$ cat config.mk
export PLATFORM = sky130hd
export DESIGN_NAME = stopwatch_ctrl
export DESIGN_NICKNAME = d
export VERILOG_FILES = /design/src/rtl/stopwatch_ctrl_pkg.sv /design/src/rtl/stopwatch_ctrl_bcd_digit.sv /design/src/rtl/stopwatch_ctrl.sv
export SDC_FILE = /design/constraint.sdc
export NUM_CORES = 1
export LEC_CHECK = 0
export CAP_MARGIN = 20
export CELL_PAD_IN_SITES_DETAIL_PLACEMENT = 0
export CELL_PAD_IN_SITES_GLOBAL_PLACEMENT = 2
export CORE_MARGIN = 1.5
export CORE_UTILIZATION = 37
export CTS_CLUSTER_SIZE = 14
export DETAILED_ROUTE_END_ITERATION = 10
export PLACE_DENSITY = 0.9
export SYNTH_ARGS = -nofsm -noshare
export SYNTH_HDL_FRONTEND = slang
export SYNTH_SLANG_ARGS = --single-unit
$ cat constraint.sdc
create_clock -name i_clk -period 4.3 [get_ports i_clk]
set_input_delay 1.29 -clock i_clk [delete_from_list [all_inputs] [get_ports i_clk]]
set_output_delay 1.29 -clock i_clk [all_outputs]
set_load 0.01 [all_outputs]
$ cat src/rtl/stopwatch_ctrl_pkg.sv
// Shared definitions for the stopwatch controller.
//   state_t    : FSM state encoding (2 bits)
//   BCD_MAX    : largest legal BCD digit value
//   is_bcd_max : true when a digit holds BCD_MAX
package stopwatch_ctrl_pkg;

  typedef enum logic [1:0] {
    ST_IDLE  = 2'd0,
    ST_RUN   = 2'd1,
    ST_PAUSE = 2'd2,
    ST_OVF   = 2'd3
  } state_t;

  localparam logic [3:0] BCD_MAX = 4'd9;

  function automatic logic is_bcd_max(input logic [3:0] d);
    return d == BCD_MAX;
  endfunction

endpackage

$ cat src/rtl/stopwatch_ctrl_bcd_digit.sv
// One BCD digit of the stopwatch count.
// Ports:
//   i_clk    in  1  clock, rising edge
//   i_reset  in  1  synchronous active-low reset (digit -> 0)
//   i_clr    in  1  synchronous clear (digit -> 0), has priority over i_inc
//   i_inc    in  1  increment request
//   o_q      out 4  registered digit value, 0-9
//   o_carry  out 1  high when this increment rolls the digit from 9 to 0
module stopwatch_ctrl_bcd_digit
  import stopwatch_ctrl_pkg::*;
(
  input  logic       i_clk,
  input  logic       i_reset,
  input  logic       i_clr,
  input  logic       i_inc,
  output logic [3:0] o_q,
  output logic       o_carry
);

  logic [3:0] r_q;
  logic       w_roll;

  // Values above 9 are treated as 9 so the digit can never drift out of range.
  assign w_roll  = (r_q >= BCD_MAX);
  assign o_carry = i_inc & ~i_clr & w_roll;
  assign o_q     = r_q;

  always_ff @(posedge i_clk) begin
    if (!i_reset) begin
      r_q <= 4'd0;
    end else if (i_clr) begin
      r_q <= 4'd0;
    end else if (i_inc) begin
      r_q <= w_roll ? 4'd0 : r_q + 4'd1;
    end
  end

endmodule

$ cat src/rtl/stopwatch_ctrl.sv
// Stopwatch controller: run/pause/overflow FSM, count-enable prescaler,
// button edge detection and a 3-digit BCD counter with leading-zero blanking.
// Parameters:
//   TICK_DIV  clk cycles per count increment (>= 2)
//   WRAP      1: 999 wraps to 000 with ovf pulse; 0: saturate at 999 and enter OVF
//   BLANK_LZ  1: report leading-zero blanking on blank[2:1]; 0: blank forced 0
// Ports:
//   i_clk      in  1  board clock
//   i_reset    in  1  synchronous active-low reset
//   i_btn_ss   in  1  start/stop button level (debounced)
//   i_btn_clr  in  1  clear button level (debounced)
//   o_bcd0     out 4  units digit
//   o_bcd1     out 4  tens digit
//   o_bcd2     out 4  hundreds digit
//   o_blank    out 3  per-digit blank request, bit 0 always 0
//   o_running  out 1  high while in RUN
//   o_ovf      out 1  one-cycle overflow pulse
module stopwatch_ctrl
  import stopwatch_ctrl_pkg::*;
#(
  parameter int TICK_DIV = 50_000_000,
  parameter bit WRAP     = 1'b1,
  parameter bit BLANK_LZ = 1'b1
) (
  input  logic       i_clk,
  input  logic       i_reset,
  input  logic       i_btn_ss,
  input  logic       i_btn_clr,
  output logic [3:0] o_bcd0,
  output logic [3:0] o_bcd1,
  output logic [3:0] o_bcd2,
  output logic [2:0] o_blank,
  output logic       o_running,
  output logic       o_ovf
);

  localparam int              PW         = (TICK_DIV > 2) ? $clog2(TICK_DIV) : 1;
  localparam logic [PW-1:0]   PRESC_LAST = PW'(TICK_DIV - 1);
  localparam logic [PW-1:0]   PRESC_ONE  = PW'(1);

  state_t        r_state;
  state_t        w_state_next;
  logic [PW-1:0] r_presc;
  logic [PW-1:0] w_presc_next;
  logic          r_prev_ss;
  logic          r_prev_clr;
  logic          r_ovf;

  logic          w_ev_ss;
  logic          w_ev_clr;
  logic          w_tick;
  logic          w_inc;
  logic          w_clr;
  logic          w_ovf_sat;
  logic          w_ovf_next;
  logic          w_at_max;
  logic          w_carry0;
  logic          w_carry1;
  logic          w_carry2;
  logic [3:0]    w_bcd0;
  logic [3:0]    w_bcd1;
  logic [3:0]    w_bcd2;

  // Rising-edge events; the prev registers reset high so a button held
  // through reset does not count as a press.
  assign w_ev_ss  = i_btn_ss  & ~r_prev_ss;
  assign w_ev_clr = i_btn_clr & ~r_prev_clr;

  assign w_tick   = (r_state == ST_RUN) && (r_presc == PRESC_LAST);
  assign w_at_max = is_bcd_max(w_bcd0) && is_bcd_max(w_bcd1) && is_bcd_max(w_bcd2);

  always_comb begin
    w_state_next = r_state;
    w_presc_next = r_presc;
    w_inc        = 1'b0;
    w_clr        = 1'b0;
    w_ovf_sat    = 1'b0;
    if (w_ev_clr) begin
      // Clear beats everything, including a simultaneous start/stop press.
      w_state_next = ST_IDLE;
      w_presc_next = '0;
      w_clr        = 1'b1;
    end else begin
      unique case (r_state)
        ST_IDLE: begin
          w_presc_next = '0;
          if (w_ev_ss) w_state_next = ST_RUN;
        end
        ST_RUN: begin
          w_presc_next = w_tick ? '0 : r_presc + PRESC_ONE;
          if (w_ev_ss) w_state_next = ST_PAUSE;
          // A pause in the tick cycle still takes the increment.
          if (w_tick) begin
            if (w_at_max && !WRAP) begin
              w_state_next = ST_OVF;
              w_ovf_sat    = 1'b1;
            end else begin
              w_inc = 1'b1;
            end
          end
        end
        ST_PAUSE: begin
          // Prescaler holds so the resumed period is completed, not restarted.
          if (w_ev_ss) w_state_next = ST_RUN;
        end
        ST_OVF: begin
          w_presc_next = '0;
        end
        default: begin
          w_state_next = ST_IDLE;
          w_presc_next = '0;
        end
      endcase
    end
  end

  // Carry out of the hundreds digit is exactly the 999 -> 000 wrap.
  assign w_ovf_next = w_ovf_sat | (WRAP & w_carry2);

  always_ff @(posedge i_clk) begin
    if (!i_reset) begin
      r_state    <= ST_IDLE;
      r_presc    <= '0;
      r_prev_ss  <= 1'b1;
      r_prev_clr <= 1'b1;
      r_ovf      <= 1'b0;
    end else begin
      r_state    <= w_state_next;
      r_presc    <= w_presc_next;
      r_prev_ss  <= i_btn_ss;
      r_prev_clr <= i_btn_clr;
      r_ovf      <= w_ovf_next;
    end
  end

  stopwatch_ctrl_bcd_digit u_digit0 (
    .i_clk   (i_clk),
    .i_reset (i_reset),
    .i_clr   (w_clr),
    .i_inc   (w_inc),
    .o_q     (w_bcd0),
    .o_carry (w_carry0)
  );

  stopwatch_ctrl_bcd_digit u_digit1 (
    .i_clk   (i_clk),
    .i_reset (i_reset),
    .i_clr   (w_clr),
    .i_inc   (w_carry0),
    .o_q     (w_bcd1),
    .o_carry (w_carry1)
  );

  stopwatch_ctrl_bcd_digit u_digit2 (
    .i_clk   (i_clk),
    .i_reset (i_reset),
    .i_clr   (w_clr),
    .i_inc   (w_carry1),
    .o_q     (w_bcd2),
    .o_carry (w_carry2)
  );

  // Blanking is decoded from the registered digits, so 000 shows a single 0.
  generate
    if (BLANK_LZ) begin : g_blank
      assign o_blank = {(w_bcd2 == 4'd0), (w_bcd2 == 4'd0) && (w_bcd1 == 4'd0), 1'b0};
    end else begin : g_no_blank
      assign o_blank = 3'b000;
    end
  endgenerate

  assign o_bcd0    = w_bcd0;
  assign o_bcd1    = w_bcd1;
  assign o_bcd2    = w_bcd2;
  assign o_running = (r_state == ST_RUN);
  assign o_ovf     = r_ovf;

endmodule

======== Word level (Yosys, flattened, before mapping) ========
Cells that the tools add are included.
storage, ports and cells
  output and inout bits ................... 17
  logic and storage cells ................. 57
  register bits after elaboration ......... 43
operators by class
  $add $sub $neg .......................... 4
  bitwise operators ....................... 12
  reduce and logical (&&, ||, !) cells .... 12
  equality and inequality tests ........... 6
  mux-type cells .......................... 12
  order comparisons ....................... 3
operator list
  kind                     number
  $pmux W26 S2             1
  $add A26 B1 Y26 const B  1
  $eq A26 B26 Y1 const B   1
  $mux W26                 1
  $add A4 B1 Y4 const B    3
  $ge A4 B4 Y1 const B     3
  $mux W4                  3
  $and A1 B1 Y1            8
  $logic_not A4 Y1         2
  $reduce_or A2 Y1         4
  $eq A2 B2 Y1 const B     2
  $mux W1                  4
  $mux W2                  2
  $ne A2 B1 Y1 const B     2
  $not A1 Y1               4
  $pmux W2 S2              1
  $reduce_bool A2 Y1       2
  $reduce_and A3 Y1        1
  $eq A2 B1 Y1 const B     1
  $logic_and A1 B1 Y1      2
  $logic_not A2 Y1         1

======== Longest topological paths before layout ========
Gate-level depths: netlist of the first run.
  depth after elaboration ................. 11
  gate-level depth with buffers ........... 9
  gate-level depth less buffers ........... 7

======== By module ========
Synthesis of the first run repeated with hierarchy kept, for this count alone.
unflattened totals
  cell total of the unflattened synthesis .. 281
  area total of the unflattened synthesis .. 2471.1 sq um
modules (own cells, without submodules)
  module                    times used  area each (sq um)  cells an instance
  stopwatch_ctrl            1           1803.0             209
  stopwatch_ctrl_bcd_digit  3           222.7              24

======== Least setup slack after synthesis of the first run ========
OpenSTA, ideal clock, no wires.
  path kind ............................... register to output
  start ................................... reg u_digit2.r_q[0], in the netlist u_digit2.o_q[0]
  end ..................................... out o_blank[1]
  stages on the path, launching flop included .. 6
  arrival time ............................ 1.053 ns
  slack ................................... 1.957 ns
  path buffers ............................ 0
  required time ........................... 3.010 ns
  cell sequence ........................... dfxtp_1 > inv_1 > ha_1 > nand2b_1 > nor2_1 > and3_1
between the ends
  word-level cells in the longest chain between the ends .. 2
ends and longest elaborated chain
  what                      line                            source
  start: declaration        stopwatch_ctrl_bcd_digit.sv:20  logic [3:0] r_q;
  start signal: assignment  stopwatch_ctrl_bcd_digit.sv:34  r_q <= w_roll ? 4'd0 : r_q + 4'd1;
  $logic_not A4 Y1          --
  named net o_blank[2]      stopwatch_ctrl.sv:32            output logic [2:0] o_blank,
  $logic_and A1 B1 Y1       stopwatch_ctrl.sv:166           assign o_blank = {(w_bcd2 == 4'd0), (w_bcd2 == 4'd0) && (w_bcd1 == 4'd0), 1'b0};
  end: declaration          stopwatch_ctrl.sv:32
The timed path passes the listed nets, and every way through them passes these cells.

======== Worst setup path in the final report of the first run ========
  start ................................... reg u_digit2.r_q[1], in the netlist u_digit2.o_q[1]
  end ..................................... out o_blank[1]
between the ends
  word-level cells in the longest chain between the ends .. 2
ends and longest elaborated chain
  what                 line
  $logic_not A4 Y1     stopwatch_ctrl.sv:166
  $logic_and A1 B1 Y1  stopwatch_ctrl.sv:166
Every way passes these cells.

==> summary.txt, run 1 <==
=====================================================================================
Synthesized cell area                                                    0.00232 sq mm
Met2 Resource Use GR                                                            0.253
Detailed-routing iteration count for the pre-antenna-repair pass                    4
# setup viols final                                                                 0
Initial cell density of the core                                                0.387
Final Skew                                                                    6.92 ps
Cell with the largest stage delay on the worst path                      sky130_fd_sc_hd__clkdlybuf4s50_1
Crit path buffers/inverters                                                         2
Layout overhead on the synthesized area                                         15.3%
Power per cell area                                                       283 mW/mm^2
Gate count after technology mapping                                               271
Level count of the clock H-tree                                                     2
Hold Crit Depth                                                                     2
Fraction of layout instances using a drive strength above 1                    0.0445
Run status                                                               finished clean
Final worst hold slack                                                         486 ps
Drt drc                                                                             0
Biggest area contributors in the synthesized netlist                     sky130_fd_sc_hd__dfxtp_1 (37%), sky130_fd_sc_hd__ha_1 (8.6%), sky130_fd_sc_hd__xnor2_1 (6.4%)
Peak Freq                                                                   0.326 GHz
Remaining global-route overflow                                                     0
Startpoint type of the worst setup path                                      register
Sum of negative setup slack                                                      0 ps
Top-area cell type share of the netlist area                                    0.371
Antenna Violating Nets Remaining                                                    0
Number of inserted diodes                                                           0
Vias post-DR                                                                     1909
Cell at the root of the clock tree                                       sky130_fd_sc_hd__clkbuf_8
Non-Filler Cell Area, Final                                              0.00268 sq mm
Yosys warning count                                                                 0
RR Startpoint                                                              r_state[1]
Average vias per placed instance                                                 5.20
Share of synthesized flip-flops with an asynchronous set or reset                   0
Share of the core filled with cells                                             0.447
Average cell area after synthesis                                          8.56 sq um
Overall global routing resource usage                                           0.150
Normalized max-slew margin                                                      0.440
Crit path max-delay family                                               buffers and inverters
Final Hold Viols                                                                    0
Standard cell core area                                                  0.00599 sq mm
Met3 Track Usage GR                                                            0.0330
Total of cells resized after clock tree synthesis                                   0
Type of destination of the critical path                                   output pin
Number of global-route vias before repair                                        1800
Pin slew with the least headroom to its limit                                  840 ps
Series of cell instances along the critical path                         inv_1 -> ha_1 -> nand2b_1 -> nor2_1 -> and3_1 -> clkdlybuf4s50_1
DP HPWL                                                                       3410 um
Startpoint of the worst hold path                                          r_presc[6]
Antenna violations before repair                                                    0
Reg-to-reg endpoint                                                       r_presc[12]
Primary flip-flop cell chosen by synthesis mapping                       sky130_fd_sc_hd__dfxtp_1
Layout Nets                                                                       311
Biggest cell delay along the critical path                                     530 ps
Most used cells in the layout excluding fill and tap cells               sky130_fd_sc_hd__dfxtp_1 (43), sky130_fd_sc_hd__nor2_1 (35), sky130_fd_sc_hd__inv_1 (20), sky130_fd_sc_hd__clkdlybuf4s50_1 (19)
Synth unique cells                                                                 46
Met1 track demand over resource in global routing                               0.185
Core Rows                                                                          28
Sinks on the clock net                                                             43
Leakage component of the power                                               0.907 nW
Number of pins with negative max-slew slack in the final report                     0
Wire length per cell after detailed routing                                   12.6 um
Proportion of synthesized chip area in sequential cells                         0.371
Number of DRC violations after detailed-routing iteration 0                        41
Final Cycle Share                                                               0.714
Most frequent standard cell in the layout excluding fill and tap cells   sky130_fd_sc_hd__dfxtp_1
Die Y                                                                         82.2 um
Clock-pin slew on the worst setup and hold paths                                80 ps
Placer congestion estimate                                                      0.740
Layer carrying the most global-route usage                                       met2
Clock Tree Buf Depth                                                                2
TritonCTS clock tree                                                            built
Top fanout value on the critical path                                               5
Wire length of the first global-routing pass                                  7870 um
Count of max-cap constraint violations                                              0
Buffer count from post-CTS setup fixing                                             0
Maximum number of pins on one net before global-route repair                       27
Class of the most critical hold timing path                                reg -> reg
Critical path arrival                                                         1780 ps
End point of the most critical hold path                                   r_presc[6]
DIE AREA                                                                 0.00676 sq mm
Detailed-route wire length                                                    4640 um
Reg-to-reg slack, setup                                                       1580 ps
Number of CTS-inserted buffers                                                      5
Critical Path RT                                                              3010 ps
Period minus WS final                                                         3070 ps
Width of the chip                                                             82.2 um
Syn_nets                                                                          291
Worst-skew pair later-pin latency                                              300 ps
Number of cells on the worst reg-to-reg path                                        7
I/O Pins                                                                           21
CP Class                                                                   reg -> out
Worst IR Drop VDD                                                            0.138 mV
Count of state elements after synthesis                                            43
RSZ-0062 raised after global routing                                            false
Cell type with the largest total area after synthesis                    sky130_fd_sc_hd__dfxtp_1
Number of buffer cells added on primary ports                                      19
EDFF count, synth                                                                   0
Hold buffer count at CTS                                                            0
Placed standard-cell area                                                0.00257 sq mm
=====================================================================================
[per-layer routing]
layer | part of all wire | up-vias
met2 | 0.46 | 30
met4 | 0.016 | 0
met3 | 0.029 | 8
met1 | 0.49 | 889
li1 | - | 982
met5 | 0 | -
[cells by family (layout without fill, tap and decap cells)]
logic type,count (synthesis),in the layout,synth area share
other,1,1,0.00162
adders and majority gates,16,16,0.0863
muxes,3,3,0.0129
buffers and inverters,26,47,0.0453
and+or+nand+nor,122,122,0.297
xor gates and xnor gates,20,20,0.0755
DFF,43,43,0.371
AOI/OAI and AO/OA,40,40,0.111
[through the flow]
step           setup WS (ps)  std cells  total power, mW
5_1_grt                 1090        367            0.796
3_5_place_dp            1100        359            0.488
2_1_floorplan           1960        271            0.468
6_report                1230        367            0.757
3_3_place_gp            1110        359            0.488
4_1_cts                 1190        367            0.772
[state kept, by name, indices dropped and copies added, names as in the netlist]
signal        cells
o_ovf             1
r_presc          26
r_prev_clr        1
r_prev_ss         1
r_state           2
u_digit0.o_q      4
u_digit1.o_q      4
u_digit2.o_q      4
[final cells by class]
type / count / area [sq um]
Inverter: 20 / 75.1
Sequential cell: 43 / 861
Tap cell: 75 / 93.8
Fill cell: 603 / 3320
Timing Repair Buffer: 19 / 190
Multi-Input combinational cell: 202 / 1360
Clock buffer: 8 / 100
[synthesized netlist by cell type (2+ instances only)]
cell,instances
sky130_fd_sc_hd__xor2_1,3
sky130_fd_sc_hd__or3_1,5
sky130_fd_sc_hd__o31ai_1,3
sky130_fd_sc_hd__xnor2_1,17
sky130_fd_sc_hd__o21ai_0,7
sky130_fd_sc_hd__o31a_1,3
sky130_fd_sc_hd__o21bai_1,2
sky130_fd_sc_hd__nor4b_1,3
sky130_fd_sc_hd__buf_2,3
sky130_fd_sc_hd__nand4_1,4
sky130_fd_sc_hd__nand2b_1,4
sky130_fd_sc_hd__clkbuf_1,2
sky130_fd_sc_hd__nand4b_1,2
sky130_fd_sc_hd__a21oi_1,12
sky130_fd_sc_hd__nor2_1,35
sky130_fd_sc_hd__nor4_1,5
sky130_fd_sc_hd__nor2b_1,3
sky130_fd_sc_hd__and3_1,6
sky130_fd_sc_hd__nor3_1,11
sky130_fd_sc_hd__a21o_1,3
sky130_fd_sc_hd__inv_1,20
sky130_fd_sc_hd__ha_1,16
sky130_fd_sc_hd__nand2_1,17
sky130_fd_sc_hd__mux2i_1,3
sky130_fd_sc_hd__nand3_1,12
sky130_fd_sc_hd__dfxtp_1,43
sky130_fd_sc_hd__a31oi_1,3
sky130_fd_sc_hd__and4_1,2
sky130_fd_sc_hd__o21a_1,2
sky130_fd_sc_hd__and4b_1,2
sky130_fd_sc_hd__o211ai_1,3
[worst max-delay path by stage]
stage | to | from | cells after the start | slack, ps
final | o_blank[1] | u_digit2.o_q[1] | 6 | 1230
after global routing | o_blank[1] | u_digit2.o_q[1] | 6 | 1090
after CTS | o_blank[1] | u_digit2.o_q[1] | 6 | 1190
after detailed placement | r_presc[12] | i_btn_clr | 5 | 1100
after global placement | r_presc[12] | i_btn_clr | 5 | 1110
after floorplan | o_blank[1] | u_digit2.o_q[0] | 5 | 1960
[worst register-to-register path: stages, from the launching register on]
cell and delay (ps):
sky130_fd_sc_hd__dfxtp_1 360, sky130_fd_sc_hd__inv_1 90, sky130_fd_sc_hd__ha_1 210, sky130_fd_sc_hd__or3b_2 480
sky130_fd_sc_hd__nor3_2 360, sky130_fd_sc_hd__a21o_1 250, sky130_fd_sc_hd__a21o_1 700, sky130_fd_sc_hd__nor2_1 120
[where the power goes]
part | switching (mW) | internal [mW] | total [mW]
clock | 0.133 | 0.147 | 0.280
combinational | 0.0438 | 0.0251 | 0.0690
sequential | 0.00491 | 0.403 | 0.408
total | 0.182 | 0.575 | 0.757
Note: power is estimated with default switching activity, not from simulation.
==> run 2: changes to the inputs <==
--- a/config.mk
+++ b/config.mk
@@ -9,10 +9,10 @@
 export CELL_PAD_IN_SITES_DETAIL_PLACEMENT = 0
 export CELL_PAD_IN_SITES_GLOBAL_PLACEMENT = 2
 export CORE_MARGIN = 1.5
-export CORE_UTILIZATION = 37
+export CORE_UTILIZATION = 31
 export CTS_CLUSTER_SIZE = 14
 export DETAILED_ROUTE_END_ITERATION = 10
-export PLACE_DENSITY = 0.9
+export PLACE_DENSITY = 0.81
 export SYNTH_ARGS = -nofsm -noshare
 export SYNTH_HDL_FRONTEND = slang
 export SYNTH_SLANG_ARGS = --single-unit
==> constraint.sdc (replaced) <==
create_clock -name i_clk -period 2.6 [get_ports i_clk]
set_input_delay 0.78 -clock i_clk [delete_from_list [all_inputs] [get_ports i_clk]]
set_output_delay 0.78 -clock i_clk [all_outputs]
set_load 0.01 [all_outputs]
==> summary.txt, run 2 (synthesis results as in run 1) <==
=====================================================================================
Portion of total power attributed to combinational logic                        0.098   was 0.091
Drt drc                                                                             0   unchanged
Antenna violations before repair                                                    0   unchanged
Flip-flop count of the largest register, all copies and words added                26   unchanged
Remaining global-route overflow                                                     0   unchanged
Initial cell density of the core                                                0.320   was 0.387
Final Cycle Share                                                               0.928
Number of inserted diodes                                                           0   unchanged
CP Class                                                                   reg -> reg   was reg -> out
Number of buffer cells added on primary ports                                      19   unchanged
Critical Path RT                                                              2830 ps   was 3010 ps
Maximum number of pins on one net before global-route repair                       18   was 27
Clock-pin slew on the worst setup and hold paths                                80 ps   about the same
Leakage component of the power                                               0.930 nW   was 0.907 nW
Multi-input combinational cell area                                      0.00136 sq mm   about the same
Number of pins with negative max-slew slack in the final report                     0   unchanged
Placer congestion estimate                                                      0.761   was 0.740
Detailed-routing iteration count for the pre-antenna-repair pass                    4   unchanged
Cell with the largest stage delay on the worst path                      sky130_fd_sc_hd__or3b_2   was sky130_fd_sc_hd__clkdlybuf4s50_1
Overall global routing resource usage                                           0.137   was 0.150
Level count of the clock H-tree                                                     2   unchanged
Fraction of layout instances using a drive strength above 1                    0.0673   was 0.0445
Series of cell instances along the critical path                         inv_1 -> ha_1 -> or3b_2 -> nor3_2 -> nand4_4 -> or4_1 -> a21oi_1   was inv_1 -> ha_1 -> nand2b_1 -> nor2_1 -> and3_1 -> clkdlybuf4s50_1
Width of the chip                                                             89.5 um   was 82.2 um
Portion of total power attributed to the clock network                          0.373   was 0.370
Average vias per placed instance                                                 4.88   was 5.20
Wire length of the first global-routing pass                                  8480 um   was 7870 um
Run status                                                               finished clean   unchanged
Type of destination of the critical path                                     register   was output pin
Cell-internal power                                                            958 uW   was 575 uW
Detailed-route wire length                                                    5050 um   was 4640 um
Top fanout value on the critical path                                              10   was 5
Most flops, register                                                          r_presc   unchanged
Net switching power figure                                                     316 uW   was 182 uW
Sequential Area                                                             861 sq um   unchanged
Final Skew                                                                    4.47 ps   was 6.92 ps
Clock Tree Buf Depth                                                                2   unchanged
Number of DRC violations after detailed-routing iteration 0                        84   was 41
Vias post-DR                                                                     1932   was 1909
Layout overhead on the synthesized area                                         18.6%   was 15.3%
Peak Freq                                                                   0.415 GHz
Wire length per cell after detailed routing                                   12.8 um   was 12.6 um
Final Hold Viols                                                                    0   unchanged
Most used cells in the layout excluding fill and tap cells               sky130_fd_sc_hd__dfxtp_1 (43), sky130_fd_sc_hd__nor2_1 (34), sky130_fd_sc_hd__inv_1 (20), sky130_fd_sc_hd__clkdlybuf4s50_1 (18)   was sky130_fd_sc_hd__dfxtp_1 (43), sky130_fd_sc_hd__nor2_1 (35), sky130_fd_sc_hd__inv_1 (20), sky130_fd_sc_hd__clkdlybuf4s50_1 (19)
# setup viols final                                                                 0   unchanged
Count of max-cap constraint violations                                              0   unchanged
Antenna Violating Nets Remaining                                                    0   unchanged
Crit path buffers/inverters                                                         1   was 2
Worst-skew pair later-pin latency                                              300 ps   about the same
TritonCTS clock tree                                                            built   unchanged
RSZ-0062 raised after global routing                                            false   unchanged
Sequential cell fraction of total power                                         0.529   was 0.539
Filler instances                                                                  772   was 603
Crit path max-delay family                                               simple AND/OR/NAND/NOR gates   was buffers and inverters
Overall power after layout                                                    1.27 mW   was 757 uW
Standard cell core area                                                  0.00725 sq mm   was 0.00599 sq mm
DIE AREA                                                                 0.00801 sq mm   was 0.00676 sq mm
Layout Nets                                                                       316   was 311
Sum of negative setup slack                                                      0 ps   unchanged
Startpoint type of the worst setup path                                      register   unchanged
Power per cell area                                                       463 mW/mm^2   was 283 mW/mm^2
Worst IR Drop VDD                                                            0.176 mV   was 0.138 mV
Number of global-route vias before repair                                        1789   was 1800
Total of cells resized after clock tree synthesis                                   0   unchanged
Core Rows                                                                          31   was 28
Buffer count from post-CTS setup fixing                                             0   unchanged
Critical path arrival                                                         2640 ps   was 1780 ps
Period minus WS final                                                         2410 ps
I/O Pins                                                                           21   unchanged
Cell at the root of the clock tree                                       sky130_fd_sc_hd__clkbuf_8   unchanged
Number of CTS-inserted buffers                                                      5   unchanged
Sw Ratio                                                                        0.248   was 0.240
Hold buffer count at CTS                                                            0   unchanged
Die Y                                                                         89.5 um   was 82.2 um
DP HPWL                                                                       3810 um   was 3410 um
Class of the most critical hold timing path                                reg -> reg   unchanged
Sinks on the clock net                                                             43   unchanged
Most frequent standard cell in the layout excluding fill and tap cells   sky130_fd_sc_hd__dfxtp_1   unchanged
Biggest cell delay along the critical path                                     480 ps   was 530 ps
=====================================================================================
run 2: changes by cell type in the layout (fill, tap and decap cells not counted):
cell,previous run,this run
sky130_fd_sc_hd__buf_4,0,5
sky130_fd_sc_hd__clkdlybuf4s50_1,19,18
sky130_fd_sc_hd__dlymetal6s2s_1,0,1
sky130_fd_sc_hd__nand3_1,12,11
sky130_fd_sc_hd__nand3_2,0,1
sky130_fd_sc_hd__nor2_1,35,34
sky130_fd_sc_hd__nor2_2,0,1
run 2: through the flow:
| stage | setup WS, ps | cells | instance area (sq um) | utilization | hold slack (ps) |
|---|---|---|---|---|---|
| 2_1_floorplan | 359 | 271 | 2320 | - | 449 |
| 3_3_place_gp | 281 | 388 | 2640 | 0.364 | 470 |
| 3_5_place_dp | 192 | 388 | 2640 | 0.364 | 478 |
| 4_1_cts | 1.33 | 396 | 2740 | 0.378 | 491 |
| 5_1_grt | 41.8 | 396 | 2750 | 0.380 | 532 |
| 6_report | 188 | 396 | 2750 | 0.380 | 492 |
run 2: power groups by stage:
stage,logic (mW),clock network [mW],registers (mW)
finish,0.124,0.475,0.675
global route,0.142,0.526,0.677
CTS,0.128,0.492,0.675
detailed placement,0.126,0,0.691
global placement,0.128,0,0.690
floorplan,0.0855,0,0.688
run 2: worst reg2reg max path, stage by stage (launching register included):
cell and delay [ps]:
sky130_fd_sc_hd__dfxtp_1 360, sky130_fd_sc_hd__inv_1 90, sky130_fd_sc_hd__ha_1 200, sky130_fd_sc_hd__or3b_2 490, sky130_fd_sc_hd__nor3_2 390, sky130_fd_sc_hd__nand4_4 230
sky130_fd_sc_hd__or4_1 450, sky130_fd_sc_hd__a21oi_1 160
run 2: path summary, 6_finish.rpt:
check | from | endpoint | slack (ps) | cells past startpoint
max | r_state[1] | u_digit2.o_q[0] | 190 | 7
min | r_presc[6] | r_presc[6] | 490 | 2
max reg2reg | r_state[1] | u_digit2.o_q[0] | 190 | 7
min reg2reg | r_presc[6] | r_presc[6] | 490 | 2
run 2: cell type report:
class,instances,area share
well taps,99,0.0450
flip-flops and latches,43,0.313
repair buffers,24,0.0836
clock buffers,8,0.0364
multi-input cells,202,0.495
inverters,20,0.0273
run 2: routing by layer:
metal  track usage  routed length [um]  up-vias
met5             0                   0        -
met4        0.0378                  34        0
met3        0.0295                 177        7
met2         0.239                2390       24
met1         0.169                2450      898
li1              -                   -     1003
